$ cat config.mk
export PLATFORM = sky130hd
export DESIGN_NAME = mem_read_arbiter
export DESIGN_NICKNAME = d
export VERILOG_FILES = /design/src/rtl/mips_core_pkg.sv /design/src/rtl/rr_arbiter_2.sv /design/src/rtl/mem_read_arbiter.sv
export SDC_FILE = /design/constraint.sdc
export NUM_CORES = 1
export LEC_CHECK = 0
export ABC_AREA = 0
export ABC_CLOCK_PERIOD_IN_PS = 2160
export CORE_AREA = 2 2 95 97
export CTS_CLUSTER_DIAMETER = 40
export CTS_CLUSTER_SIZE = 28
export DETAILED_ROUTE_END_ITERATION = 8
export DIE_AREA = 0 0 97 99
export GPL_ROUTABILITY_DRIVEN = 0
export GPL_TIMING_DRIVEN = 0
export HOLD_SLACK_MARGIN = 0.1
export PLACE_DENSITY = 0.75
export SKIP_CTS_REPAIR_TIMING = 1
export SYNTH_ARGS = -nofsm -noshare
export SYNTH_HDL_FRONTEND = slang
export SYNTH_SLANG_ARGS = --single-unit
$ cat constraint.sdc
create_clock -name clk -period 2.16 [get_ports clk]
set_clock_uncertainty 0.15 [all_clocks]
set_input_delay 0.432 -clock clk [delete_from_list [all_inputs] [get_ports clk]]
set_output_delay 0.432 -clock clk [all_outputs]
set_load 0.005 [all_outputs]
$ cat src/rtl/mips_core_pkg.sv
//------------------------------------------------------------------------------
// Module  : mips_core_pkg
// Purpose : Shared types and constants for the memory read arbiter slice.
//           ArbState  - arbiter burst phases (IDLE -> ADDR -> DATA -> IDLE)
//           REQ_IC/DC - requester indices used for grant and owner encoding
// Rev     : 1.0  initial release
//------------------------------------------------------------------------------
`default_nettype none

package mips_core_pkg;

  typedef enum logic [1:0] {
    ARB_IDLE = 2'd0,
    ARB_ADDR = 2'd1,
    ARB_DATA = 2'd2
  } ArbState;

  localparam logic REQ_IC = 1'b0;
  localparam logic REQ_DC = 1'b1;

endpackage

`default_nettype wire

$ cat src/rtl/rr_arbiter_2.sv
//------------------------------------------------------------------------------
// Module  : rr_arbiter_2
// Purpose : Combinational two-way round-robin arbiter.
// Ports   : req[1:0]   in   request vector (bit 0 = IC, bit 1 = DC)
//           last_grant in   requester granted most recently
//           gnt        out  index of the winning requester
//           gnt_valid  out  at least one request present
// Rev     : 1.0  initial release
//------------------------------------------------------------------------------
`default_nettype none

module rr_arbiter_2
  import mips_core_pkg::*;
(
  input  logic [1:0] req,
  input  logic       last_grant,
  output logic       gnt,
  output logic       gnt_valid
);

  always_comb begin
    gnt_valid = |req;
    // On a tie the requester that did not win last time goes first;
    // otherwise the single active requester wins (IC when none).
    if (&req) begin
      gnt = ~last_grant;
    end else begin
      gnt = req[REQ_DC];
    end
  end

endmodule

`default_nettype wire

$ cat src/rtl/mem_read_arbiter.sv
//------------------------------------------------------------------------------
// Module  : mem_read_arbiter
// Purpose : Shares the single AXI read-address / read-data channel pair to
//           memory between the I-cache (req 0) and D-cache (req 1) refill
//           engines. One burst is in flight at a time; its beats are routed
//           back to the registered owner only (RID is not used for routing).
// Ports   : clk, rst_n            clock, synchronous active-low reset
//           ic_ar* / ic_r*        I-cache read address / read data (slave side)
//           dc_ar* / dc_r*        D-cache read address / read data (slave side)
//           mem_ar* / mem_r*      memory read address / read data (master side)
//           busy                  burst in ADDR or DATA phase
//           owner                 current/last granted requester (0=IC, 1=DC)
//           stray_beat            1-cycle pulse: beat arrived with no burst open
//           ARLEN is a beat count; a value of 0 is treated as one beat.
// Rev     : 1.0  initial release
//------------------------------------------------------------------------------
`default_nettype none

module mem_read_arbiter
  import mips_core_pkg::*;
#(
  parameter int LEN_WIDTH  = 4,
  parameter int CNT_WIDTH  = 5,
  parameter int ADDR_WIDTH = 32,
  parameter int DATA_WIDTH = 32,
  parameter int ID_WIDTH   = 4
) (
  input  logic                  clk,
  input  logic                  rst_n,
  // I-cache requester
  input  logic                  ic_arvalid,
  output logic                  ic_arready,
  input  logic [ADDR_WIDTH-1:0] ic_araddr,
  input  logic [LEN_WIDTH-1:0]  ic_arlen,
  input  logic [ID_WIDTH-1:0]   ic_arid,
  output logic                  ic_rvalid,
  input  logic                  ic_rready,
  output logic [DATA_WIDTH-1:0] ic_rdata,
  output logic [ID_WIDTH-1:0]   ic_rid,
  output logic                  ic_rlast,
  // D-cache requester
  input  logic                  dc_arvalid,
  output logic                  dc_arready,
  input  logic [ADDR_WIDTH-1:0] dc_araddr,
  input  logic [LEN_WIDTH-1:0]  dc_arlen,
  input  logic [ID_WIDTH-1:0]   dc_arid,
  output logic                  dc_rvalid,
  input  logic                  dc_rready,
  output logic [DATA_WIDTH-1:0] dc_rdata,
  output logic [ID_WIDTH-1:0]   dc_rid,
  output logic                  dc_rlast,
  // Memory
  output logic                  mem_arvalid,
  input  logic                  mem_arready,
  output logic [ADDR_WIDTH-1:0] mem_araddr,
  output logic [LEN_WIDTH-1:0]  mem_arlen,
  output logic [ID_WIDTH-1:0]   mem_arid,
  input  logic                  mem_rvalid,
  output logic                  mem_rready,
  input  logic [DATA_WIDTH-1:0] mem_rdata,
  input  logic [ID_WIDTH-1:0]   mem_rid,
  input  logic                  mem_rlast,
  // Status
  output logic                  busy,
  output logic                  owner,
  output logic                  stray_beat
);

  localparam logic [CNT_WIDTH-1:0] c_cnt_one = CNT_WIDTH'(1);

  ArbState               r_state;
  logic                  r_owner;
  logic                  r_last_grant;
  logic                  r_stray;
  logic [CNT_WIDTH-1:0]  r_cnt;

  logic                  w_gnt;
  logic                  w_gnt_valid;
  logic                  w_own_arvalid;
  logic [ADDR_WIDTH-1:0] w_own_araddr;
  logic [LEN_WIDTH-1:0]  w_own_arlen;
  logic [ID_WIDTH-1:0]   w_own_arid;
  logic                  w_own_rready;
  logic                  w_in_addr;
  logic                  w_in_data;
  logic                  w_beat;
  logic [CNT_WIDTH-1:0]  w_cnt_load;

  rr_arbiter_2 u_rr (
    .req        ({dc_arvalid, ic_arvalid}),
    .last_grant (r_last_grant),
    .gnt        (w_gnt),
    .gnt_valid  (w_gnt_valid)
  );

  // Owner's request fields, selected by the registered owner.
  always_comb begin
    if (r_owner == REQ_DC) begin
      w_own_arvalid = dc_arvalid;
      w_own_araddr  = dc_araddr;
      w_own_arlen   = dc_arlen;
      w_own_arid    = dc_arid;
      w_own_rready  = dc_rready;
    end else begin
      w_own_arvalid = ic_arvalid;
      w_own_araddr  = ic_araddr;
      w_own_arlen   = ic_arlen;
      w_own_arid    = ic_arid;
      w_own_rready  = ic_rready;
    end
  end

  assign w_in_addr  = (r_state == ARB_ADDR);
  assign w_in_data  = (r_state == ARB_DATA);
  assign w_cnt_load = (w_own_arlen == '0) ? c_cnt_one
                                          : {{(CNT_WIDTH-LEN_WIDTH){1'b0}}, w_own_arlen};

  // Address channel: only the owner sees the memory ARREADY.
  assign mem_arvalid = w_in_addr & w_own_arvalid;
  assign mem_araddr  = w_own_araddr;
  assign mem_arlen   = w_own_arlen;
  assign mem_arid    = w_own_arid;
  assign ic_arready  = w_in_addr & (r_owner == REQ_IC) & mem_arready;
  assign dc_arready  = w_in_addr & (r_owner == REQ_DC) & mem_arready;

  // Data channel: outside DATA, beats are accepted and thrown away so a
  // burst cut short by reset can drain.
  assign mem_rready = w_in_data ? w_own_rready : 1'b1;
  assign ic_rvalid  = w_in_data & (r_owner == REQ_IC) & mem_rvalid;
  assign dc_rvalid  = w_in_data & (r_owner == REQ_DC) & mem_rvalid;
  assign ic_rdata   = mem_rdata;
  assign ic_rid     = mem_rid;
  assign ic_rlast   = mem_rlast;
  assign dc_rdata   = mem_rdata;
  assign dc_rid     = mem_rid;
  assign dc_rlast   = mem_rlast;
  assign w_beat     = mem_rvalid & mem_rready;

  assign busy       = (r_state != ARB_IDLE);
  assign owner      = r_owner;
  assign stray_beat = r_stray;

  always_ff @(posedge clk) begin
    if (!rst_n) begin
      r_state      <= ARB_IDLE;
      r_owner      <= REQ_IC;
      r_last_grant <= REQ_DC;
      r_stray      <= 1'b0;
      r_cnt        <= '0;
    end else begin
      r_stray <= !w_in_data && mem_rvalid;
      case (r_state)
        ARB_IDLE: begin
          if (w_gnt_valid) begin
            r_owner <= w_gnt;
            r_state <= ARB_ADDR;
          end
        end
        ARB_ADDR: begin
          // A withdrawn request abandons the grant without charging the
          // round-robin history.
          if (!w_own_arvalid) begin
            r_state <= ARB_IDLE;
          end else if (mem_arready) begin
            r_cnt   <= w_cnt_load;
            r_state <= ARB_DATA;
          end
        end
        ARB_DATA: begin
          if (w_beat) begin
            r_cnt <= r_cnt - c_cnt_one;
            if (r_cnt == c_cnt_one) begin
              r_state      <= ARB_IDLE;
              r_last_grant <= r_owner;
            end
          end
        end
        default: r_state <= ARB_IDLE;
      endcase
    end
  end

endmodule

`default_nettype wire

==> summary.txt <==
Mapped cell area: 0.00168 sq mm
Worst Slack Setup Final: -0.0969 ns
Seq/Total Area, Yosys: 11.9%
Worst vdd ir: 234 uV
RR Startpoint: owner
Syn Nets: 324
Worst rel slew slack: 70.2%
Initial antenna violation count: 0
Number of buffers inserted by port buffering: 210
Synth top area share: 33.2%
Share of cells above drive strength 1: 34.4%
Synth Instances: 197
WS Path Type: reg2out
Ys async rst share: 0%
Fill cells: 758
DRC viols: 0
Synthesized area per cell: 8.50 sq um
IO Pins: 248
Placed Area: 0.00391 sq mm
Max-Cap Viols: 0
FF-to-FF setup slack: 0.20 ns
Hold path start: r_cnt[3]
Worst Path Max Fanout: 10
EDFF count, synth: 0
Hold depth: 2
Violated checks: setup timing
Hold WC Path Type: reg2reg
Met3 routed WL: 734 um
Sw power: 0.000308 W
Horiz. Die Dim: 97 um
Reg power frac: 16.6%
Ant diodes: 0
Drt pass-1 iters: 4
Overflow after GRT: 0
CP Cell Sequence: buf_12 > buf_12 > mux2_2 > clkdlybuf4s50_1
Final slew viol count: 0
Skew-Pair Late Insertion Delay: 0.24 ns
WL met2: 3.98 mm
Via count: 2,182
Period utilization: 104%
Arrival time worst endpoint: 1.67 ns
PD cells: 288 mW/mm^2
CTS Buf Count: 3
RSZ-0062 raised after global routing: yes
Final setup fails: 2
Most common flop cell mapped by yosys: dfxtp_1
Smallest hold slack: 0.334 ns
Actual slew at the worst max-slew pin: 0.447 ns
Clock transition at path regs: 0.05 ns
FF-to-FF path depth: 7
Largest net degree at the start of global routing: 11
Leak: 2.17 nW
Final core area utilization: 50.4%
Design Area, Final: 0.00431 sq mm
Metal1 wirelength: 2.66 mm
P_int: 0.000934 W
Seq cells post-synth: 10
Top layer in use: met4
Drt total wl: 7.47 mm
Detailed placement HPWL: 6.28 mm
Switching Fraction: 24.8%
Core box area: 0.00855 sq mm
Commonest cells post-synth: buf_4, mux2_2, dfxtp_1
GRT Total Usage: 13.5%
Area leader, netlist: buf_4
Cell Rows: 34
Initial drt markers: 19
Vias in the first global route: 2,210
Critical Path RT: 1.58 ns
Clock power frac: 19.1%
TritonCTS clock tree: yes
Hold Path Sink: r_cnt[3]
Vias/cell: 4.12
Die height: 99 um
Area delta synth->final: 157%
CTS root buffer: clkbuf_8
Finished Layout Cells: 530
Outcome: finished with violations
Ys Warns: 0
NumNets Final: 550
Worst R2R End: r_cnt[0]
Area contributors post-synth: buf_4, mux2_2, dfxtp_1
FMAX: 443 MHz
Final Critical Period: 2.26 ns
Die area: 0.00960 sq mm
Worst setup EP type: primary output
Initial Util: 19.6%
Wire length per cell: 14.1 um
CP max stage cell: clkdlybuf4s50_1
CP max stage delay: 0.46 ns
Wire length of the first global-routing pass: 10.7 mm
Worst setup SP type: flop
Clock Path Buffers: 2
Combinational share of power: 64.3%
ANT nets after route: 0
Worst slack, placed: -0.385 ns
Most Frequent Cell on Critical Path: buf_12
Yosys cell types: 35
H-tree levels: 1
Fin. Hold Viols: 0
Dpl cells: 515
CTS sink cnt: 10
Count leader, synth: buf_4
==> cell type report <==
| cell class | instances | area (sq um) | area share, % |
|---|---|---|---|
| Clock buffer | 4 | 55.1 | 1.28 |
| Inverter | 7 | 26.3 | 0.610 |
| Multi-Input combinational cell | 99 | 898 | 20.9 |
| Buffer | 81 | 654 | 15.2 |
| Tap cell | 108 | 135 | 3.14 |
| Timing Repair Buffer | 221 | 2330 | 54.2 |
| Sequential cell | 10 | 205 | 4.76 |
==> worst max-delay path by stage <==
stage | to | slack [ns] | start
2_1_floorplan | mem_araddr[27] | 0.39 | owner
3_3_place_gp | mem_arvalid | -0.35 | ic_arvalid
3_5_place_dp | mem_arvalid | -0.38 | ic_arvalid
4_1_cts | mem_arid[0] | -0.49 | owner
5_1_grt | mem_arid[2] | -0.15 | owner
6_report | mem_arid[2] | -0.1 | owner
==> power groups by stage <==
stage / clock [W] / sequential (W) / combinational, W
floorplan: 0 / 0.000204 / 0.000284
global placement: 0 / 0.000206 / 0.000753
detailed placement: 0 / 0.000206 / 0.000763
CTS: 0.000242 / 0.000202 / 0.000767
global route: 0.000254 / 0.000207 / 0.000850
finish: 0.000238 / 0.000206 / 0.000799
==> stage by stage <==
| stage | setup TNS [ns] | power (W) |
|---|---|---|
| floorplan | 0 | 0.000489 |
| global placement | -3.41 | 0.000959 |
| detailed placement | -3.44 | 0.000969 |
| CTS | -13.64 | 0.00121 |
| global route | -0.240 | 0.00131 |
| finish | -0.124 | 0.00124 |
==> flip-flops by register name, indices dropped and copies added, names as in the netlist <==
register and count:
stray_beat 1, r_last_grant 1, r_state 2, r_cnt 5
owner 1
==> placed cells by master (no fill, tap or decap), types with 4 or more instances in the layout <==
cell,n
clkdlybuf4s50_1,164
buf_4,83
dlymetal6s2s_1,45
mux2_2,37
nor2_1,9
dfxtp_1,8
inv_1,7
nand2_1,7
a21oi_1,5
clkbuf_8,4
==> critical path, delay by kind of cell (launching register included) <==
family                 cells  cell delay, ns
buffers and inverters      3            0.73
DFF                        1            0.38
muxes                      1            0.32
==> cells by family (layout without fill, tap and decap cells) <==
family | count (synthesis) | after routing | share of synthesized area, %
buffers and inverters | 88 | 313 | 37.0
AOI/OAI and AO/OA | 16 | 16 | 7.47
DFF | 10 | 10 | 11.9
and+or+nand+nor | 37 | 37 | 12.0
adders and majority gates | 2 | 2 | 1.49
muxes | 44 | 44 | 30.1
==> routing by layer <==
metal / vias to the layer above / track usage, %
li1: 1047 / -
met1: 979 / 13.9
met2: 146 / 26.3
met3: 10 / 4.82
met4: 0 / 2.49
met5: - / 0
Power figures use the tool's default switching activity.
